$ cat src/rtl/nn_pkg.sv
// rtl/nn_pkg.sv - shared states, parameter field codes and frame-length helpers for the load sequencer
package nn_pkg;

  typedef enum logic [2:0] {
    IDLE,
    LOAD_X,
    LOAD_P,
    WAIT_GO,
    CALC,
    SCAN
  } nn_state_e;

  localparam logic [2:0] FIELD_TH = 3'd5;
  localparam logic [2:0] FIELD_B  = 3'd4;

  function automatic int fields_per_neuron(input int n_inputs);
    return n_inputs + 2;
  endfunction

  function automatic int p_frame_len(input int n_neurons, input int n_inputs);
    return n_neurons * fields_per_neuron(n_inputs);
  endfunction

  // Per-neuron byte k maps to: threshold, bias, then weights from the top index down.
  function automatic logic [2:0] field_of(input int k, input int n_inputs);
    if (k == 0) return FIELD_TH;
    if (k == 1) return FIELD_B;
    return 3'(n_inputs + 1 - k);
  endfunction

endpackage

$ cat src/rtl/nn_frame_counter.sv
// rtl/nn_frame_counter.sv - nested neuron/field position counter for the parameter frame
module nn_frame_counter
  import nn_pkg::*;
#(
  parameter int N_NEURONS = 4,
  parameter int N_INPUTS  = 4
) (
  input  logic                         clk,
  input  logic                         reset,
  input  logic                         clear,
  input  logic                         step,
  output logic [$clog2(N_NEURONS)-1:0] neuron,
  output logic [2:0]                   field,
  output logic                         last
);

  localparam int FPN = fields_per_neuron(N_INPUTS);
  localparam int FW  = $clog2(FPN);
  localparam int NW  = $clog2(N_NEURONS);

  logic [FW-1:0] field_cnt_q, field_cnt_d;
  logic [NW-1:0] neuron_cnt_q, neuron_cnt_d;
  logic          field_end;

  assign field_end = (field_cnt_q == FW'(FPN - 1));
  assign last      = field_end && (neuron_cnt_q == NW'(N_NEURONS - 1));

  // Counts run upward from zero; the descending neuron/field order is a pure output mapping.
  always_comb begin
    field_cnt_d  = field_cnt_q;
    neuron_cnt_d = neuron_cnt_q;
    if (clear) begin
      field_cnt_d  = '0;
      neuron_cnt_d = '0;
    end else if (step) begin
      if (field_end) begin
        field_cnt_d  = '0;
        neuron_cnt_d = last ? '0 : neuron_cnt_q + 1'b1;
      end else begin
        field_cnt_d = field_cnt_q + 1'b1;
      end
    end
  end

  always_ff @(posedge clk) begin
    if (reset) begin
      field_cnt_q  <= '0;
      neuron_cnt_q <= '0;
    end else begin
      field_cnt_q  <= field_cnt_d;
      neuron_cnt_q <= neuron_cnt_d;
    end
  end

  assign neuron = NW'(N_NEURONS - 1) - neuron_cnt_q;
  assign field  = field_of(int'(field_cnt_q), N_INPUTS);

endmodule

$ cat src/rtl/nn_load_sequencer.sv
// rtl/nn_load_sequencer.sv - byte-stream loader, compute start and result scan for neural_network
// Define NN_CALC_TIMEOUT_EN to bound the wait for calc_done by CALC_TIMEOUT cycles.
module nn_load_sequencer
  import nn_pkg::*;
#(
  parameter int DATA_W       = 8,
  parameter int N_NEURONS    = 4,
  parameter int N_INPUTS     = 4,
  parameter int CALC_TIMEOUT = 64
) (
  input  logic                         clk,
  input  logic                         reset,
  input  logic                         changes,
  input  logic                         in_valid,
  input  logic [DATA_W-1:0]            data_in,
  output logic                         in_ready,
  output logic                         x_we,
  output logic [$clog2(N_INPUTS)-1:0]  x_addr,
  output logic                         p_we,
  output logic [$clog2(N_NEURONS)-1:0] p_neuron,
  output logic [2:0]                   p_field,
  output logic [DATA_W-1:0]            wr_data,
  output logic                         calc_start,
  input  logic                         calc_done,
  output logic [$clog2(N_NEURONS)-1:0] selector_output,
  input  logic [DATA_W-1:0]            network_outputs,
  output logic                         result_valid,
  output logic [DATA_W-1:0]            result_data,
  output logic [$clog2(N_NEURONS)-1:0] result_idx,
  output logic                         busy,
  output logic                         err_frame,
  output logic                         err_timeout
);

  localparam int XW = $clog2(N_INPUTS);
  localparam int NW = $clog2(N_NEURONS);

  if (N_INPUTS < 2 || N_INPUTS + 1 > int'(FIELD_TH) || N_NEURONS < 2 || CALC_TIMEOUT < 1
      || p_frame_len(N_NEURONS, N_INPUTS) < N_NEURONS) begin : g_bad_cfg
    $error("nn_load_sequencer: unsupported parameter set");
  end

  nn_state_e         state_q;
  logic              changes_q;
  logic [XW-1:0]     x_cnt_q;
  logic              x_we_q;
  logic [XW-1:0]     x_addr_q;
  logic              p_we_q;
  logic [NW-1:0]     p_neuron_q;
  logic [2:0]        p_field_q;
  logic [DATA_W-1:0] wr_data_q;
  logic              calc_start_q;
  logic [NW-1:0]     sel_q;
  logic              result_valid_q;
  logic [DATA_W-1:0] result_data_q;
  logic [NW-1:0]     result_idx_q;
  logic              err_frame_q;

  logic              ev_w;
  logic              accept_w;
  logic [NW-1:0]     fc_neuron;
  logic [2:0]        fc_field;
  logic              fc_last;

`ifdef NN_CALC_TIMEOUT_EN
  localparam int CW = $clog2(CALC_TIMEOUT + 1);
  logic [CW-1:0]     calc_cnt_q;
  logic              err_timeout_q;
`endif

  assign ev_w     = changes & ~changes_q;
  assign in_ready = (state_q == LOAD_X) || (state_q == LOAD_P);
  assign accept_w = in_valid & in_ready;
  assign busy     = (state_q != IDLE);

  nn_frame_counter #(
    .N_NEURONS (N_NEURONS),
    .N_INPUTS  (N_INPUTS)
  ) u_frame_counter (
    .clk    (clk),
    .reset  (reset),
    .clear  (state_q != LOAD_P),
    .step   ((state_q == LOAD_P) && accept_w && !ev_w),
    .neuron (fc_neuron),
    .field  (fc_field),
    .last   (fc_last)
  );

  always_ff @(posedge clk) begin
    if (reset) begin
      state_q        <= IDLE;
      changes_q      <= 1'b0;
      x_cnt_q        <= '0;
      x_we_q         <= 1'b0;
      x_addr_q       <= '0;
      p_we_q         <= 1'b0;
      p_neuron_q     <= '0;
      p_field_q      <= '0;
      wr_data_q      <= '0;
      calc_start_q   <= 1'b0;
      sel_q          <= '0;
      result_valid_q <= 1'b0;
      result_data_q  <= '0;
      result_idx_q   <= '0;
      err_frame_q    <= 1'b0;
`ifdef NN_CALC_TIMEOUT_EN
      calc_cnt_q     <= '0;
      err_timeout_q  <= 1'b0;
`endif
    end else begin
      changes_q      <= changes;
      x_we_q         <= 1'b0;
      p_we_q         <= 1'b0;
      calc_start_q   <= 1'b0;
      result_valid_q <= 1'b0;
      case (state_q)
        IDLE: begin
          if (ev_w) begin
            state_q     <= LOAD_X;
            x_cnt_q     <= '0;
            err_frame_q <= 1'b0;
`ifdef NN_CALC_TIMEOUT_EN
            err_timeout_q <= 1'b0;
`endif
          end
        end
        // A new frame edge mid-load aborts; a byte accepted in the same cycle is dropped.
        LOAD_X: begin
          if (ev_w) begin
            err_frame_q <= 1'b1;
            x_cnt_q     <= '0;
            state_q     <= IDLE;
          end else if (accept_w) begin
            x_we_q    <= 1'b1;
            x_addr_q  <= XW'(N_INPUTS - 1) - x_cnt_q;
            wr_data_q <= data_in;
            if (x_cnt_q == XW'(N_INPUTS - 1)) begin
              x_cnt_q <= '0;
              state_q <= LOAD_P;
            end else begin
              x_cnt_q <= x_cnt_q + 1'b1;
            end
          end
        end
        LOAD_P: begin
          if (ev_w) begin
            err_frame_q <= 1'b1;
            state_q     <= IDLE;
          end else if (accept_w) begin
            p_we_q     <= 1'b1;
            p_neuron_q <= fc_neuron;
            p_field_q  <= fc_field;
            wr_data_q  <= data_in;
            if (fc_last) state_q <= WAIT_GO;
          end
        end
        WAIT_GO: begin
          if (ev_w) begin
            state_q      <= CALC;
            calc_start_q <= 1'b1;
`ifdef NN_CALC_TIMEOUT_EN
            calc_cnt_q   <= '0;
`endif
          end
        end
        CALC: begin
          if (calc_done) begin
            state_q <= SCAN;
            sel_q   <= '0;
          end
`ifdef NN_CALC_TIMEOUT_EN
          else if (calc_cnt_q == CW'(CALC_TIMEOUT - 1)) begin
            err_timeout_q <= 1'b1;
            calc_cnt_q    <= '0;
            state_q       <= IDLE;
          end else begin
            calc_cnt_q <= calc_cnt_q + 1'b1;
          end
`endif
        end
        // The mux settles during the cycle sel_q is presented; capture it at the following edge.
        SCAN: begin
          result_valid_q <= 1'b1;
          result_data_q  <= network_outputs;
          result_idx_q   <= sel_q;
          if (sel_q == NW'(N_NEURONS - 1)) begin
            sel_q   <= '0;
            state_q <= IDLE;
          end else begin
            sel_q <= sel_q + 1'b1;
          end
        end
        default: state_q <= IDLE;
      endcase
    end
  end

  assign x_we            = x_we_q;
  assign x_addr          = x_addr_q;
  assign p_we            = p_we_q;
  assign p_neuron        = p_neuron_q;
  assign p_field         = p_field_q;
  assign wr_data         = wr_data_q;
  assign calc_start      = calc_start_q;
  assign selector_output = sel_q;
  assign result_valid    = result_valid_q;
  assign result_data     = result_data_q;
  assign result_idx      = result_idx_q;
  assign err_frame       = err_frame_q;
`ifdef NN_CALC_TIMEOUT_EN
  assign err_timeout     = err_timeout_q;
`else
  assign err_timeout     = 1'b0;
`endif

endmodule

$ cat config.mk
export PLATFORM = sky130hd
export DESIGN_NAME = nn_load_sequencer
export DESIGN_NICKNAME = d
export VERILOG_FILES = /design/src/rtl/nn_pkg.sv /design/src/rtl/nn_frame_counter.sv /design/src/rtl/nn_load_sequencer.sv
export SDC_FILE = /design/constraint.sdc
export NUM_CORES = 1
export LEC_CHECK = 0
export CAP_MARGIN = 20
export CELL_PAD_IN_SITES_DETAIL_PLACEMENT = 1
export CELL_PAD_IN_SITES_GLOBAL_PLACEMENT = 2
export CORE_MARGIN = 2
export CORE_UTILIZATION = 27
export CTS_BUF_LIST = sky130_fd_sc_hd__clkbuf_8
export DETAILED_ROUTE_END_ITERATION = 8
export PLACE_DENSITY_LB_ADDON = 0.1
export RECOVER_POWER = 25
export SLEW_MARGIN = 10
export SYNTH_ARGS = -nofsm -noshare
export SYNTH_HDL_FRONTEND = slang
export SYNTH_SLANG_ARGS = --single-unit
$ cat constraint.sdc
create_clock -name clk -period 1.9 [get_ports clk]
set_input_delay 0.285 -clock clk [delete_from_list [all_inputs] [get_ports clk]]
set_output_delay 0.285 -clock clk [all_outputs]
set_load 0.01 [all_outputs]
* After elaboration in Yosys (flattened, before gate mapping) *
Cells that the tools add are included.

storage, ports and cells
  logic and storage cells = 110
  input port bits = 21
  register bits after elaboration = 43
  output and inout port bits = 35

operators by class
  bitwise logic cells = 7
  reduce and logical (&&, ||, !) cells = 24
  muxes and demuxes = 35
  add/sub/neg operators = 7
  equality and inequality tests = 20

operator list
  kind                   number
  $mux W3                15
  $pmux W3 S6            1
  $reduce_and A3 Y1      5
  $mux W2                7
  $reduce_or A2 Y1       5
  $eq A3 B2 Y1 const B   3
  $eq A3 B3 Y1 const B   3
  $mux W1                9
  $ne A3 B2 Y1 const B   3
  $ne A2 B2 Y1 const B   4
  $pmux W2 S2            2
  $reduce_and A8 Y1      1
  $add A2 B1 Y2 const B  3
  $eq A2 B2 Y1 const B   3
  $logic_not A3 Y1       2
  $ne A3 B3 Y1 const B   2
  $reduce_bool A2 Y1     3
  $not A1 Y1             5
  $reduce_and A2 Y1      2
  $sub A2 B2 Y2 const A  2
  $add A3 B1 Y3 const B  1
  $eq A3 B1 Y1 const B   1
  $logic_and A1 B1 Y1    3
  $reduce_bool A3 Y1     1
  6 further kinds        7

* Logic depth before layout (Yosys ltp) *
  depth in word-level cells = 6
  gate-level depth with buffers = 6
  gate-level depth less buffers = 6

* Modules after synthesis *
From an unflattened synthesis, not the netlist that was laid out.

unflattened totals
  cell total of the unflattened synthesis = 211
  area, all modules = 1884.3 sq um

modules (own cells, without submodules)
  module             seq. area each (sq um)  cells an instance  instances  area each (sq um)
  nn_load_sequencer  760.7                   172                1          1551.5
  nn_frame_counter   100.1                   39                 1          332.8

* Worst setup path after synthesis *
OpenSTA, ideal clock, no wires.

  path kind = reg2reg
  start = register changes_q
  end = register p_field_q[0] (netlist: p_field[0])
  library setup time = 0.086 ns
  period minus slack after synthesis = 1.356 ns
  data required time = 1.814 ns
  cell stages (with the launch flop) = 6
  buffers on the path = 1
  slack = 0.544 ns
  arrival = 1.271 ns
  cells stage by stage = dfxtp_1 > and2b_1 > nor4_2 > buf_4 > nor2_1 > a211oi_1

on the way
  cells in the longest elaborated chain, start to end = 4

ends and longest elaborated chain
  element                             line                      source
  start, declared                     nn_load_sequencer.sv:44   logic changes_q;
  start signal, assigned              nn_load_sequencer.sv:111  changes_q <= changes;
  $not A1 Y1                          nn_load_sequencer.sv:71   assign ev_w = changes & ~changes_q;
  $and A1 B1 Y1                       nn_load_sequencer.sv:71
  $not A1 Y1 (no source line)         -
  $reduce_and A3 Y1 (no source line)  -
  end signal, assigned                nn_load_sequencer.sv:152  p_field_q <= fc_field;
  end, declared                       nn_load_sequencer.sv:50   logic [2:0] p_field_q;

Every way passes these cells.
A chain may end at the register's enable or synchronous reset.

* Worst setup path in the final report *
  start = register state_q[2]
  end = output busy

on the way
  cells in the longest elaborated chain, start to end = 1

ends and longest elaborated chain
  element                 line                      source
  start, declared         nn_load_sequencer.sv:43   nn_state_e state_q;
  start signal, assigned  nn_load_sequencer.sv:91   state_q <= IDLE;
  start signal, assigned  nn_load_sequencer.sv:119  state_q <= LOAD_X;
  start signal, assigned  nn_load_sequencer.sv:132  state_q <= IDLE;
  $reduce_bool A3 Y1      nn_load_sequencer.sv:74   assign busy = (state_q != IDLE);
  end, declared           nn_load_sequencer.sv:30   output logic busy,

Every way passes these cells.

==> metrics.yaml <==
status: "finished clean"
core_area_um2: 6390
finalWorstSetupSlack_ns: 0.0795
antenna_cells: 0
post-cts-setup-buffer-count: 0
fp.dieH_um: 85.3
stdcell_area_um2: 2510
synth_top_area_frac: 0.482
final_util: 0.393
rr_endpoint: "result_data[7]"
route.detailed.drc: 0
p_per_area_nw_per_um2: 661
worstPathArrival_ns: 1.54
reg2reg_depth: 5
grt_setup_unrepaired: "no"
drive_gt1_frac: 0.0798
slew_headroom: 0.592
max_cap_viol_count: 0
antenna_found_initial: 0
setup_viol: 0
cts_tree: "built"
synth_largest_area_cell: "dfxtp_1"
cts_made_buffers: 5
num_vias: 1587
whs_ns: 0.459
wl_mm: 4.44
syn_nets: 230
ys_seq_area_frac: 0.482
gp_congestion: 0.719
syn2layout_area_growth_pct: 40.6
swShare: 0.244
p_int_mw: 1.25
grt-ovfl-total: 0
hold_viol: 0
finalCritPeriodShare: 0.958
drt_iter0_drc: 39
fin_skew_ns: 0.00544
cts_num_sinks: 43
r2r-start: "state_q[1]"
final_nets: 290
grt_pass1_vias: 1587
end_kind: "primary output"
die_w_um: 85.3
worst_setup_path_start_kind: "flop"
worst_slew_pin_slew_ns: 0.607
dpl_cell_area_um2: 2450
synthDistinctLibCells: 34
clockBufferDepth: 2
syn_inst: 202
critical_path_class: "reg2out"
combPwrFrac: 0.094
track_usage: 0.128
worst-path-max-fanout: 6
vdd_drop_max_v: 0.000287
rows: 29
leakage_nw: 0.906
startpoint: "state_q[2]"
min_period_ns: 1.82
root_buffer: "clkbuf_8"
cp.required_ns: 1.62
r2r_slack_ns: 0.33
dpl.hpwl_mm: 3.21
setup_tns_ns: 0
grt_max_degree: 17
worstSkewPairLatency_ns: 0.30
syn-cell-area_um2: 1790
yosys_warnings: 0
start_util: 0.280
pre_cts_slack_ns: 0.0127
p_sw_uw: 405
final_common_cell: "clkdlybuf4s50_1"
ys_seq_elements: 43
synth_area_leaders: "dfxtp_1 48%, nor2_1 6.7%, nand2_1 6.5%"
clock.fmax_mhz: 549
routed_via_density: 4.67
pwr-share-clk: 0.350
final_cell_mix: "44 x clkdlybuf4s50_1, 41 x dfxtp_1, 32 x nor2_1"
grt_pass1_wl_mm: 7.53
die_area_um2: 7280
ios: 56
clk_pin_slew_ns: 0.09
htreeDepth: 2
endpoint: "busy"
wl_per_cell_um: 13.1
hold_path.class: "reg2reg"
ant_nets: 0
nFillCells: 751
syn_avg_cell_area_um2: 8.84
cts_hold_buf: 0
port_buffers: 54
firstDrtPassIters: 3
p_seq_frac: 0.556
cts_resized: 0
slew_violations: 0
## synth_stat cells
| library cell | count |
|---|---|
| dfxtp_1 | 43 |
| nor2_1 | 32 |
| nand2_1 | 31 |
| a21oi_1 | 18 |
| mux2i_1 | 10 |
| clkbuf_1 | 7 |
| ha_1 | 7 |
| inv_1 | 6 |
| a211oi_1 | 5 |
| a22oi_1 | 4 |
| buf_4 | 3 |
| nand3_1 | 3 |
| nor2b_1 | 3 |
| a211o_1 | 2 |
| a31oi_1 | 2 |
| buf_2 | 2 |
| nand3b_1 | 2 |
| nand4_1 | 2 |
| nor4_1 | 2 |
| nor4b_2 | 2 |
| o21ai_0 | 2 |
| xnor2_1 | 2 |
| a311oi_1 | 1 |
| and2_1 | 1 |
| and2b_1 | 1 |
| and3_1 | 1 |
| conb_1 | 1 |
| nand2b_1 | 1 |
| nor3_1 | 1 |
| nor4_2 | 1 |
| nor4_4 | 1 |
| o211ai_1 | 1 |
| o311ai_0 | 1 |
| or3_1 | 1 |
## worst min-delay path by stage
| stage | cells after the start | endpoint | start |
|---|---|---|---|
| floorplan | 1 | changes_q | changes |
| global placement | 2 | result_idx[1] | result_idx[1] |
| detailed placement | 2 | result_data[1] | result_data[1] |
| CTS | 2 | result_data[1] | result_data[1] |
| global route | 2 | result_data[1] | result_data[1] |
| finish | 2 | result_data[3] | result_data[3] |
## cell families (layout without fill, tap and decap cells)
kind of cell / count (synthesis) / after routing / share of synthesized area
AND/OR/NAND/NOR: 85 / 85 / 0.231
flip-flops: 43 / 43 / 0.482
AO/OA/AOI/OAI: 36 / 36 / 0.125
buffers and inverters: 18 / 79 / 0.0456
multiplexers: 10 / 10 / 0.0561
adder cells (fa/ha/maj): 7 / 7 / 0.0491
XOR/XNOR: 2 / 2 / 0.00981
other: 1 / 1 / 0.00210
## final cells by class
class                   count  area (µm²)  area share
flip-flops and latches     43         863       0.344
clock buffers               5        68.8      0.0274
clock inverters             3        16.3     0.00648
inverters                   6        22.5     0.00897
repair buffers             65         609       0.243
well taps                  77        96.3      0.0384
multi-input cells         141         835       0.332
## worst max-delay path, stage by stage, from the launching register on
cell and delay, ns:
dfxtp_2 0.36, or3_1 0.39, clkdlybuf4s50_1 0.49
## per-stage QoR
stage               std cells  power, mW
floorplan                 202       1.01
global placement          332       1.11
detailed placement        332       1.11
CTS                       340       1.70
global route              340       1.75
finish                    340       1.66
## registers in the layout, indices dropped and copies added (netlist names)
register	flops
result_idx	2
calc_start	1
x_we	1
p_field	3
changes_q	1
result_valid	1
p_we	1
err_frame	1
x_cnt_q	2
p_neuron	2
u_frame_counter.neuron_cnt_q	2
result_data	8
x_addr	2
u_frame_counter.field_cnt_q	3
selector_output	2
state_q	3
wr_data	8
## power by group through the flow
stage          Sequential, mW  Clock [mW]  Combinational (mW)
3_3_place_gp            0.944           0               0.163
3_5_place_dp            0.944           0               0.163
5_1_grt                 0.925       0.650               0.170
6_report                0.923       0.581               0.155
4_1_cts                 0.923       0.611               0.164
2_1_floorplan           0.948           0              0.0665
## per-layer routing
| metal | wire [µm] | share of wire | up-vias | global-route usage |
|---|---|---|---|---|
| li1 | - | - | 805 | - |
| met1 | 2130 | 0.48 | 741 | 0.171 |
| met2 | 1980 | 0.45 | 36 | 0.194 |
| met3 | 274 | 0.062 | 5 | 0.0438 |
| met4 | 59 | 0.013 | 0 | 0.0433 |
| met5 | 0 | 0 | - | 0 |
(Power assumes the default switching activity.)
